## src/rtl/lsu_pkg.sv

```systemverilog
// Shared definitions for the load/store sequencer: funct3 codes, FSM states
// and access-size decoding.
package lsu_pkg;

  localparam logic [2:0] F3_LB  = 3'b000;
  localparam logic [2:0] F3_LH  = 3'b001;
  localparam logic [2:0] F3_LW  = 3'b010;
  localparam logic [2:0] F3_LBU = 3'b100;
  localparam logic [2:0] F3_LHU = 3'b101;
  localparam logic [2:0] F3_SB  = 3'b000;
  localparam logic [2:0] F3_SH  = 3'b001;
  localparam logic [2:0] F3_SW  = 3'b010;

  typedef enum logic [1:0] {IDLE, BEAT0, BEAT1, RESP} lsu_state_e;

  // Access size in bytes (1, 2 or 4); f3[1:0]=11 is illegal and reported separately.
  function automatic logic [2:0] size_from_f3(input logic [2:0] f3);
    case (f3[1:0])
      2'b00:   return 3'd1;
      2'b01:   return 3'd2;
      default: return 3'd4;
    endcase
  endfunction

  function automatic logic f3_illegal(input logic we, input logic [2:0] f3);
    if (we) return f3[2] || (f3[1:0] == 2'b11);
    return (f3 == 3'b011) || (f3 == 3'b110) || (f3 == 3'b111);
  endfunction

endpackage

```

## src/rtl/lsu_if.sv

```systemverilog
// Core-side request/response bundle and memory-side beat bundle.
interface lsu_req_if;
  logic        req_valid;
  logic        req_ready;
  logic        req_we;
  logic [2:0]  req_f3;
  logic [31:0] req_addr;
  logic [31:0] req_wdata;
  logic        rsp_valid;
  logic [31:0] rsp_rdata;
  logic        rsp_err;

  modport master (output req_valid, req_we, req_f3, req_addr, req_wdata,
                  input  req_ready, rsp_valid, rsp_rdata, rsp_err);
  modport slave  (input  req_valid, req_we, req_f3, req_addr, req_wdata,
                  output req_ready, rsp_valid, rsp_rdata, rsp_err);
endinterface

interface lsu_mem_if;
  logic        mem_valid;
  logic        mem_ready;
  logic        mem_we;
  logic [31:0] mem_addr;
  logic [3:0]  mem_byte_enable;
  logic [31:0] mem_wdata;
  logic [31:0] mem_rdata;

  modport master (output mem_valid, mem_we, mem_addr, mem_byte_enable, mem_wdata,
                  input  mem_ready, mem_rdata);
  modport slave  (input  mem_valid, mem_we, mem_addr, mem_byte_enable, mem_wdata,
                  output mem_ready, mem_rdata);
endinterface

```

## src/rtl/lsu_load_formatter.sv

```systemverilog
// Extracts the addressed byte/half/word from the two-beat read buffer and
// sign- or zero-extends it to 32 bits.
module lsu_load_formatter
  import lsu_pkg::*;
(
  input  logic [63:0] buf_data,
  input  logic [1:0]  off,
  input  logic [2:0]  f3,
  output logic [31:0] rdata
);

  logic [31:0] shifted;

  always_comb begin
    shifted = 32'(buf_data >> {off, 3'b000});
    case (f3[1:0])
      2'b00:   rdata = f3[2] ? {24'd0, shifted[7:0]}  : {{24{shifted[7]}}, shifted[7:0]};
      2'b01:   rdata = f3[2] ? {16'd0, shifted[15:0]} : {{16{shifted[15]}}, shifted[15:0]};
      default: rdata = shifted;
    endcase
  end

endmodule

```

## src/rtl/lsu_sequencer.sv

```systemverilog
// Sequences one core load/store at a time onto the data-memory port, splitting
// accesses that straddle a word boundary into two aligned beats.
module lsu_sequencer
  import lsu_pkg::*;
#(
  parameter bit SPLIT_EN = 1'b1
) (
  input  logic      clk,
  input  logic      rst_n,
  lsu_req_if.slave  req,
  lsu_mem_if.master mem
);

  lsu_state_e  state_q, state_d;
  logic        we_q, err_q, cross_q;
  logic [2:0]  f3_q;
  logic [31:0] addr_q, wdata_q;
  logic [63:0] rbuf_q;

  logic [2:0]  req_size, size_q;
  logic [3:0]  req_end;
  logic        req_cross, req_err, accept;
  logic [7:0]  mask8;
  logic [63:0] data64;
  logic [31:0] base_addr, fmt_rdata;

  assign req_size  = size_from_f3(req.req_f3);
  assign req_end   = {2'b00, req.req_addr[1:0]} + {1'b0, req_size};
  assign req_cross = req_end > 4'd4;
  assign req_err   = f3_illegal(req.req_we, req.req_f3) || (req_cross && !SPLIT_EN);
  assign accept    = (state_q == IDLE) && req.req_valid;

  // 64-bit lane view: beat0 takes the low word, beat1 the high word.
  assign size_q    = size_from_f3(f3_q);
  assign mask8     = ((8'd1 << size_q) - 8'd1) << addr_q[1:0];
  assign data64    = {32'd0, wdata_q} << {addr_q[1:0], 3'b000};
  assign base_addr = {addr_q[31:2], 2'b00};

  lsu_load_formatter u_fmt (
    .buf_data (rbuf_q),
    .off      (addr_q[1:0]),
    .f3       (f3_q),
    .rdata    (fmt_rdata)
  );

  always_comb begin
    state_d             = state_q;
    req.req_ready       = 1'b0;
    req.rsp_valid       = 1'b0;
    req.rsp_err         = 1'b0;
    req.rsp_rdata       = 32'd0;
    mem.mem_valid       = 1'b0;
    mem.mem_we          = 1'b0;
    mem.mem_addr        = 32'd0;
    mem.mem_byte_enable = 4'd0;
    mem.mem_wdata       = 32'd0;
    case (state_q)
      IDLE: begin
        req.req_ready = 1'b1;
        if (req.req_valid) state_d = req_err ? RESP : BEAT0;
      end
      BEAT0: begin
        mem.mem_valid       = 1'b1;
        mem.mem_we          = we_q;
        mem.mem_addr        = base_addr;
        mem.mem_byte_enable = mask8[3:0];
        mem.mem_wdata       = data64[31:0];
        if (mem.mem_ready) state_d = cross_q ? BEAT1 : RESP;
      end
      BEAT1: begin
        mem.mem_valid       = 1'b1;
        mem.mem_we          = we_q;
        mem.mem_addr        = base_addr + 32'd4;
        mem.mem_byte_enable = mask8[7:4];
        mem.mem_wdata       = data64[63:32];
        if (mem.mem_ready) state_d = RESP;
      end
      RESP: begin
        req.rsp_valid = 1'b1;
        req.rsp_err   = err_q;
        req.rsp_rdata = (err_q || we_q) ? 32'd0 : fmt_rdata;
        state_d       = IDLE;
      end
      default: state_d = IDLE;
    endcase
  end

  always_ff @(posedge clk) begin
    if (!rst_n) state_q <= IDLE;
    else        state_q <= state_d;
  end

  // Data registers need no reset: every output they feed is gated by state.
  always_ff @(posedge clk) begin
    if (accept) begin
      we_q    <= req.req_we;
      f3_q    <= req.req_f3;
      addr_q  <= req.req_addr;
      wdata_q <= req.req_wdata;
      err_q   <= req_err;
      cross_q <= req_cross;
    end
    if (state_q == BEAT0 && mem.mem_ready) rbuf_q[31:0]  <= mem.mem_rdata;
    if (state_q == BEAT1 && mem.mem_ready) rbuf_q[63:32] <= mem.mem_rdata;
  end

endmodule

```

## src/flat_wrapper.sv

```systemverilog
// flat-port wrapper written by rule: the top's interface ports become plain ports
module lsu_sequencer_flat import lsu_pkg::*;
#(
  parameter bit SPLIT_EN = 1'b1
)
  (clk, rst_n, req_req_valid, req_req_we, req_req_f3, req_req_addr, req_req_wdata, req_req_ready, req_rsp_valid, req_rsp_rdata, req_rsp_err, mem_mem_valid, mem_mem_we, mem_mem_addr, mem_mem_byte_enable, mem_mem_wdata, mem_mem_ready, mem_mem_rdata);
  lsu_req_if req_i ();
  lsu_mem_if mem_i ();
  input  logic clk;
  input  logic rst_n;
  input wire logic [$bits(req_i.req_valid)-1:0] req_req_valid;
  input wire logic [$bits(req_i.req_we)-1:0] req_req_we;
  input wire logic [$bits(req_i.req_f3)-1:0] req_req_f3;
  input wire logic [$bits(req_i.req_addr)-1:0] req_req_addr;
  input wire logic [$bits(req_i.req_wdata)-1:0] req_req_wdata;
  output wire logic [$bits(req_i.req_ready)-1:0] req_req_ready;
  output wire logic [$bits(req_i.rsp_valid)-1:0] req_rsp_valid;
  output wire logic [$bits(req_i.rsp_rdata)-1:0] req_rsp_rdata;
  output wire logic [$bits(req_i.rsp_err)-1:0] req_rsp_err;
  output wire logic [$bits(mem_i.mem_valid)-1:0] mem_mem_valid;
  output wire logic [$bits(mem_i.mem_we)-1:0] mem_mem_we;
  output wire logic [$bits(mem_i.mem_addr)-1:0] mem_mem_addr;
  output wire logic [$bits(mem_i.mem_byte_enable)-1:0] mem_mem_byte_enable;
  output wire logic [$bits(mem_i.mem_wdata)-1:0] mem_mem_wdata;
  input wire logic [$bits(mem_i.mem_ready)-1:0] mem_mem_ready;
  input wire logic [$bits(mem_i.mem_rdata)-1:0] mem_mem_rdata;
  assign req_i.req_valid = req_req_valid;
  assign req_i.req_we = req_req_we;
  assign req_i.req_f3 = req_req_f3;
  assign req_i.req_addr = req_req_addr;
  assign req_i.req_wdata = req_req_wdata;
  assign req_req_ready = req_i.req_ready;
  assign req_rsp_valid = req_i.rsp_valid;
  assign req_rsp_rdata = req_i.rsp_rdata;
  assign req_rsp_err = req_i.rsp_err;
  assign mem_mem_valid = mem_i.mem_valid;
  assign mem_mem_we = mem_i.mem_we;
  assign mem_mem_addr = mem_i.mem_addr;
  assign mem_mem_byte_enable = mem_i.mem_byte_enable;
  assign mem_mem_wdata = mem_i.mem_wdata;
  assign mem_i.mem_ready = mem_mem_ready;
  assign mem_i.mem_rdata = mem_mem_rdata;
  lsu_sequencer #(.SPLIT_EN(SPLIT_EN)) u_core (.clk(clk), .rst_n(rst_n), .req(req_i), .mem(mem_i));
endmodule
```

## config.mk

```make
export PLATFORM = sky130hd
export DESIGN_NAME = lsu_sequencer_flat
export DESIGN_NICKNAME = d
export VERILOG_FILES = /design/src/rtl/lsu_pkg.sv /design/src/rtl/lsu_if.sv /design/src/rtl/lsu_load_formatter.sv /design/src/rtl/lsu_sequencer.sv /design/src/flat_wrapper.sv
export SDC_FILE = /design/constraint.sdc
export NUM_CORES = 1
export LEC_CHECK = 0
export ABC_AREA = 1
export CAP_MARGIN = 20
export CORE_MARGIN = 1.5
export CORE_UTILIZATION = 35
export CTS_CLUSTER_DIAMETER = 50
export DETAILED_ROUTE_END_ITERATION = 6
export PLACE_DENSITY_LB_ADDON = 0.15
export SYNTH_ARGS = -nofsm -noshare
export SYNTH_HDL_FRONTEND = slang
export SYNTH_HIERARCHICAL = 1
export SYNTH_SLANG_ARGS = --single-unit
export TNS_END_PERCENT = 20
```

## constraint.sdc

```tcl
create_clock -name clk -period 3.4 [get_ports clk]
set_clock_uncertainty 0.15 [all_clocks]
set_input_delay 0.34 -clock clk [delete_from_list [all_inputs] [get_ports clk]]
set_output_delay 0.34 -clock clk [all_outputs]
set_load 0.01 [all_outputs]
```

## Yosys cells after proc, flatten, opt, wreduce, memory -nomap -nowiden

Cells that the tools add are included.

- Mux-type cells: 24
- Add/sub/neg operators: 3
- Shift-type cells: 4
- Equality and inequality tests: 12
- Magnitude comparators: 1
- Reduce and logical (&&, ||, !) cells: 12

Operators by type and width:

| cell | count |
|---|---|
| one-hot mux 32 bit (2 select lines) | 3 |
| 2-to-1 mux 32 bit | 4 |
| << shifter 32 x 5 -> 64 bit | 1 |
| >> shifter 64 x 5 -> 32 bit | 1 |
| adder 32 x 3 -> 32 bit (second input constant) | 1 |
| one-hot mux 3 bit (2 select lines) | 2 |
| 2-to-1 mux 1 bit | 9 |
| 2-to-1 mux 2 bit | 4 |
| one-hot mux 2 bit (4 select lines) | 1 |
| one-hot mux 4 bit (2 select lines) | 1 |
| << shifter 1 x 3 -> 8 bit (first input constant) | 1 |
| << shifter 8 x 2 -> 8 bit | 1 |
| subtractor 8 x 1 -> 8 bit (second input constant) | 1 |
| == test 2 x 1 -> 1 bit (second input constant) | 3 |
| == test 2 bit (second input constant) | 3 |
| == test 3 bit (second input constant) | 2 |
| zero test 2 bit | 3 |
| inequality test 2 bit (second input constant) | 3 |
| adder 2 x 3 -> 4 bit | 1 |
| greater-than comparator 4 x 3 -> 1 bit (second input constant) | 1 |
| logical OR 1 bit | 4 |
| == test 3 x 2 -> 1 bit (second input constant) | 1 |
| logical AND 1 bit | 3 |
| AND reduction 3 bit | 1 |
| OR reduction 2 bit | 1 |

- Bits in registers: 136
- Output and inout bits: 105

## Depth between registers and ports, before layout

Gate-level depths: netlist of the first run.

- Depth after elaboration: 7
- Mapped depth: 11
- Gate-level depth less buffers: 11

## Cells and area by module

The synthesis of the first run kept the hierarchy.

By module, submodules not included:

| module | cells an instance | area an instance (sq um) | times used | seq. area each (sq um) |
|---|---|---|---|---|
| lsu_sequencer | 815 | 7,156.9 | 1 | 4,063.9 |
| lsu_load_formatter | 240 | 1,137.3 | 1 | 0.0 |

## Worst setup path before layout of the first run

OpenSTA, ideal clock, no wires.

- Path kind: register to register
- From: register u_core.state_q[0]
- To: register u_core.addr_q[0] (enable)
- Path slack: 0.750 ns
- Stages on the path, launching flop included: 5
- Period minus slack after synthesis: 2.650 ns
- Data required time: 2.826 ns
- Library setup time: 0.424 ns
- Arrival: 2.076 ns
- Cell sequence: dfxtp_1 > inv_1 > ha_1 > nand2_1 > inv_1

- Cells in the longest elaborated chain, start to end: 2

RTL lines:

| what | line | RTL |
|---|---|---|
| start: declaration | lsu_sequencer.sv:14 | `lsu_state_e state_q, state_d;` |
| start signal: assignment | lsu_sequencer.sv:90 | `else state_q <= state_d;` |
| zero test 2 bit | lsu_sequencer.sv:31 | `assign accept = (state_q == IDLE) && req.req_valid;` |
| logical AND 1 bit | lsu_sequencer.sv:31 |  |
| net u_core.accept | lsu_sequencer.sv:22 | `logic req_cross, req_err, accept;` |
| end signal: assignment | lsu_sequencer.sv:98 | `addr_q <= req.req_addr;` |
| end: declaration | lsu_sequencer.sv:17 | `logic [31:0] addr_q, wdata_q;` |

The timed path passes the listed nets, and every way through them passes these cells.
A chain may end at the register's enable or synchronous reset.

## Final worst setup path of the first run

- From: register u_core.f3_q[0]
- To: output mem_mem_byte_enable[2]

- Cells in the longest elaborated chain, start to end: 6
- Elaborated cells on any way between the ends: 7

RTL lines:

| what | line | RTL |
|---|---|---|
| start: declaration | lsu_sequencer.sv:16 | `logic [2:0] f3_q;` |
| start signal: assignment | lsu_sequencer.sv:97 | `f3_q <= req.req_f3;` |
| == test 2 x 1 -> 1 bit / zero test 2 bit (equally long branches) | lsu_pkg.sv:18 | `case (f3[1:0])` |
| one-hot mux 3 bit (2 select lines) (*) | lsu_pkg.sv:18 |  |
| << shifter 1 x 3 -> 8 bit (*) | lsu_sequencer.sv:35 | `assign mask8 = ((8'd1 << size_q) - 8'd1) << addr_q[1:0];` |
| subtractor 8 x 1 -> 8 bit (*) | lsu_sequencer.sv:35 |  |
| << shifter 8 x 2 -> 8 bit (*) | lsu_sequencer.sv:35 |  |
| one-hot mux 4 bit (2 select lines) (*) | lsu_sequencer.sv:57 | `case (state_q)` |
| end: declaration | flat_wrapper.sv:23 | `output wire logic [$bits(mem_i.mem_byte_enable)-1:0] mem_mem_byte_enable;` |

Mark *: on every way between the ends. The rest lies on a longest branch, timed or not.

==> impl_metrics.csv, run 1 <==
group,metric,value,unit
yosys,syn-cell-area,0.008054,mm2
finish,fin_nets,1361,
timing,maxSlewViolCount,0,
floorplan,die_x,154.7,um
timing,tns,0,ps
timing,hold_viol,0,
floorplan,core_area,0.02264,mm2
clock_network,cts_max_path_buffers,2,
finish,stdcell_area,0.01099,mm2
detailed_routing,drc,0,
floorplan,dieArea,0.02393,mm2
finish,syn_to_final_growth,36.48,%
timing,rsz0062_at_grt,"no",
setup_path,crit_path_max_incr_delay,560,ps
setup_path,cp_num_cells,12,
detailed_routing,vias,7640,
setup_path,crit_required,2910,ps
pwr,vdd_drop_max,0.3686,mV
global_routing,grt_overflow,0,
timing,relSlewSlack,59.52,%
finish,fin_util,48.55,%
timing,period_share,94.91,%
placed_design,portBuffers,206,
yosys,syn_area_per_cell,7.692,um2
setup_path,slowest_stage,"clkdlybuf4s50_1",
detailed_routing,drtPass1Iterations,5,
placed_design,placed_cell_area,0.01037,mm2
outcome,status,"complete, no violations",
detailed_routing,ant_nets,0,
global_routing,antenna_found_initial,1,
finish,drive_gt1_share,7.228,%
timing,tightest_slew,606.5,ps
setup_path,worst_setup_path_end_kind,"primary output",
setup_path,r2r_slack,1390,ps
setup_path,crit_fanout,5,
placed_design,dp_hpwl,17550,um
timing,layout_min_cycle_time,3227,ps
clock_network,cts_tree,"built",
clock_network,cts_sinks,128,
min_path,holdPathStages,1,
floorplan,rows,55,
setup_path,reg2reg_depth,5,
min_path,min_path_type,"primary input to flip-flop",
run,cap_violations,0,
pwr,powerDensity,624.1,mW/mm2
detailed_routing,wirelength,24130,um
setup_path,path_cells,"inv_1 > nand2_1 > ha_1 > or2_2 > o21ai_0 > nand2_1 > nand2_1 > inv_1 > nand3_1 > nand2_1 > inv_1 > clkdlybuf4s50_1",
global_routing,track_usage,20.29,%
clock_network,cts_root_buffer,"clkbuf_16",
setup_path,path_buf_inv,4,
finish,multi_input_area,0.003457,mm2
setup_path,startpoint_type,"flip-flop",
floorplan,die_h,154.7,um
clock_network,postCtsSetupBuffers,0,
timing,setup_violations,0,
setup_path,crit_family,"buffers and inverters",
global_routing,grt_pass1_wl,37540,um
detailed_routing,initialDrtViolationCount,584,
global_routing,grt_max_degree,40,
floorplan,ios,209,
yosys,ys_warn_count,6,
floorplan,start_util,35.57,%
clock_network,cts_buffers,17,
timing,clock.fmax,0.3099,GHz
pwr,p_leak,4.495,nW
setup_path,arrival,2740,ps
placed_design,routabilityCongestion,0.8364,
clock_network,clk_latency,430,ps
global_routing,grt_pass1_vias,7120,
clock_network,path_clk_slew,70,ps
clock_network,h-tree-depth,4,
finish,fillCellCount,2199,
detailed_routing,via_per_inst,4.948,
setup_path,crit_type,"flip-flop to primary output",
finish,register_area,0.003824,mm2
detailed_routing,wl_per_cell,15.63,um
finish,diodes,0,
yosys,syn_inst,1047,
setup_path,cp_common_cell,"nand2_1",
-- final timing paths --
path	from	to
min	req_req_wdata[10]	u_core/wdata_q[10]
max	u_core/f3_q[0]	mem_mem_byte_enable[2]
min reg2reg	u_core/state_q[0]	u_core/state_q[0]
max reg2reg	u_core/state_q[0]	u_core/rbuf_q[54]
-- final cells by class --
type	count	share of cell area, %
Sequential cell	128	34.79
Multi-Input combinational cell	741	31.45
Timing Repair Buffer	229	20.48
Inverter	129	4.428
Clock buffer	17	3.870
Tap cell	285	3.244
Clock inverter	15	1.742
-- power by group --
| part | switching [mW] | internal [mW] | total, mW |
|---|---|---|---|
| combinational | 1.57 | 1.00 | 2.58 |
| clock | 0.804 | 1.12 | 1.92 |
| sequential | 0.235 | 2.12 | 2.36 |
-- cell usage in the layout, fill, tap and decap left out, types with 4 or more instances in the layout --
cell / instances
a31oi_1: 20
clkdlybuf4s50_1: 206
inv_2: 4
nand2_2: 7
inv_8: 5
nor2_4: 6
inv_6: 5
buf_4: 21
o21ai_0: 53
a21oi_1: 27
nor2_2: 6
nand3_1: 128
o21ai_1: 7
inv_1: 122
edfxtp_1: 126
nor2_1: 101
a22oi_1: 10
ha_1: 10
nand2_1: 335
clkbuf_16: 17
-- registers in the layout (all words and copies together), names as in the netlist --
signal / count
u_core/f3_q: 3
u_core/state_q: 2
u_core/we_q: 1
u_core/cross_q: 1
u_core/rbuf_q: 56
u_core/wdata_q: 32
u_core/addr_q: 32
u_core/err_q: 1
-- worst register-to-register path, cell delays in order (launching register included) --
cell     delay [ps]
dfxtp_1         340
inv_1            90
ha_1            310
nand2_1          80
inv_1           350
buf_4           360
-- through the flow --
stage	hold WS [ps]	instances	power [mW]	worst slack (ps)
final	303.9	1544	6.860	173.1
after global routing	285.8	1544	7.305	0.1086
after CTS	292.8	1544	6.904	100.2
after detailed placement	384.5	1512	4.949	570.7
after global placement	383.2	1512	4.949	590.9
after floorplan	288.9	1048	3.915	749.6
-- timing repair --
| action | 4_1_cts | 5_1_grt |
|---|---|---|
| setup endpoints to repair | 0 | 8 |
| hold buffers | 0 | 0 |
| endpoints found under the hold margin | 0 | 0 |
| resized for setup | 0 | 4 |
-- per-layer routing --
layer | vias to the layer above | track usage [%] | part of all wire [%]
li1 | 3826 | - | -
met1 | 3530 | 26.52 | 45
met2 | 263 | 32.84 | 47
met3 | 19 | 5.772 | 6.6
met4 | 2 | 5.723 | 1.2
met5 | - | 0 | 0.070
Power figures use the tool's default switching activity.
==> run 2, diff against run 1 <==
- SKIP_LAST_GASP: not set -> 1
==> run 2 against run 1 <==
Count of clock-buffer cells in the layout stayed put. Critical path depth stayed put. Maximum frequency hardly changed. Register-to-register slack hardly changed. Sequential power hardly changed. Flip-flop and latch count stayed put. Global-route usage stayed put. Via count is 0.31% lower. Largest power group unchanged.
==> impl_metrics.csv, run 2 (synthesized netlist as in run 1, its figures left out) <==
group,metric,value,unit
clock_network,cts_sinks,128,
setup_path,startpoint_type,"flip-flop",
timing,tns,0,ps
clock_network,path_clk_slew,70,ps
finish,layout_commonest_cell,"nand2_1",
global_routing,grt_pass1_wl,37540,um
finish,fillCellCount,2199,
pwr,vdd_drop_max,0.3683,mV
timing,holdWs,303.8,ps
finish,reg_top3,"u_core/rbuf_q (56), u_core/addr_q (32), u_core/wdata_q (32)",
global_routing,grt_max_degree,40,
pwr,powerDensity,624.1,mW/mm2
floorplan,die_x,154.7,um
floorplan,die_h,154.7,um
finish,drive_gt1_share,7.228,%
finish,syn_to_final_growth,36.48,%
finish,largest_reg_flops,56,
setup_path,cp_common_cell,"nand2_1",
detailed_routing,vias,7616,
detailed_routing,wl_per_cell,15.65,um
global_routing,track_usage,20.29,%
global_routing,grt_pass1_vias,7120,
min_path,min_path_type,"primary input to flip-flop",
finish,fin_nets,1361,
setup_path,path_buf_inv,4,
setup_path,crit_required,2910,ps
setup_path,slowest_stage,"clkdlybuf4s50_1",
clock_network,cts_tree,"built",
timing,setup_violations,0,
placed_design,portBuffers,206,
detailed_routing,ant_nets,0,
setup_path,crit_type,"flip-flop to primary output",
setup_path,path_cells,"inv_1 > nand2_1 > ha_1 > or2_2 > o21ai_0 > nand2_1 > nand2_1 > inv_1 > nand3_1 > nand2_1 > inv_1 > clkdlybuf4s50_1",
floorplan,ios,209,
clock_network,cts_root_buffer,"clkbuf_16",
floorplan,core_area,0.02264,mm2
pwr,totalPowerFinal,6.860,mW
floorplan,rows,55,
finish,multi_input_area,0.003457,mm2
finish,final_cell_mix,"nand2_1 (335), clkdlybuf4s50_1 (206), nand3_1 (128)",
timing,rsz0062_at_grt,"yes",
detailed_routing,drc,0,
clock_network,cts_buffers,17,
clock_network,postCtsHoldBufs,0,
global_routing,grt_overflow,0,
timing,tightest_slew,606.5,ps
floorplan,start_util,35.57,%
timing,relSlewSlack,59.52,%
pwr,p_leak,4.495,nW
outcome,status,"complete, no violations",
timing,period_share,94.87,%
placed_design,routabilityCongestion,0.8364,
detailed_routing,via_per_inst,4.933,
floorplan,dieArea,0.02393,mm2
setup_path,crit_fanout,5,
clock_network,clk_latency,430,ps
setup_path,crit_family,"buffers and inverters",
timing,hold_viol,0,
timing,maxSlewViolCount,0,
setup_path,worst_setup_path_end_kind,"primary output",
run,cap_violations,0,
timing,clock.fmax,0.3100,GHz
clock_network,cts_max_path_buffers,2,
placed_design,dp_hpwl,17550,um
finish,regMostFlops,"u_core/rbuf_q",
clock_network,postCtsSetupBuffers,0,
detailed_routing,wirelength,24160,um
timing,layout_min_cycle_time,3226,ps
detailed_routing,drtPass1Iterations,5,
finish,register_area,0.003824,mm2
setup_path,arrival,2740,ps
setup_path,crit_path_max_incr_delay,560,ps
global_routing,antenna_found_initial,1,
clock_network,h-tree-depth,4,
finish,diodes,0,
detailed_routing,initialDrtViolationCount,585,
## run 2: path summary, 6_finish.rpt
path                      from                     end  slack (ps)  cells after the start
max             u_core/f3_q[0]  mem_mem_byte_enable[2]         170                     12
min          req_req_wdata[10]      u_core/wdata_q[10]         300                      1
max reg2reg  u_core/state_q[0]       u_core/rbuf_q[54]        1390                      5
min reg2reg  u_core/state_q[0]       u_core/state_q[0]         390                      2
## run 2: area by class of cell
cell class                 instances  share of cell area (%)
inverter                         129                   4.428
sequential                       128                   34.79
tap                              285                   3.244
timing repair buffer             229                   20.48
clock inverter                    15                   1.742
multi-input combinational        741                   31.45
clock buffer                      17                   3.870
## run 2: per-stage QoR
stage | util (%) | instances | instance area, um2 | setup slack [ps]
4_1_cts | 48.52 | 1544 | 10990 | 100.2
6_report | 48.55 | 1544 | 10990 | 174.5
5_1_grt | 48.55 | 1544 | 10990 | -22.23
3_3_place_gp | 45.80 | 1512 | 10370 | 590.9
2_1_floorplan | - | 1048 | 8058 | 749.6
3_5_place_dp | 45.80 | 1512 | 10370 | 570.7
## run 2: routing by layer
layer	GRT usage [%]	part of all wire, %	vias up
met4	5.723	1.2	2
met3	5.772	6.2	19
li1	-	-	3828
met2	32.84	47	244
met5	0	0.070	-
met1	26.52	45	3523
## run 2: power breakdown
group | switching (mW) | total, mW | internal (mW)
logic | 1.57 | 2.58 | 1.00
clock network | 0.806 | 1.93 | 1.12
registers | 0.235 | 2.36 | 2.12
total | 2.61 | 6.86 | 4.25
## run 2: what timing repair did
action	CTS	global route
gates resized for setup	0	3
endpoints found under the setup margin	0	8
hold endpoints to repair	0	0
## run 2: worst register-to-register path, delay by kind of cell (launching register included)
family | cells | cell delay, ps
adders and majority gates | 1 | 310
and+or+nand+nor | 1 | 80
DFF | 1 | 340
buffers and inverters | 3 | 800
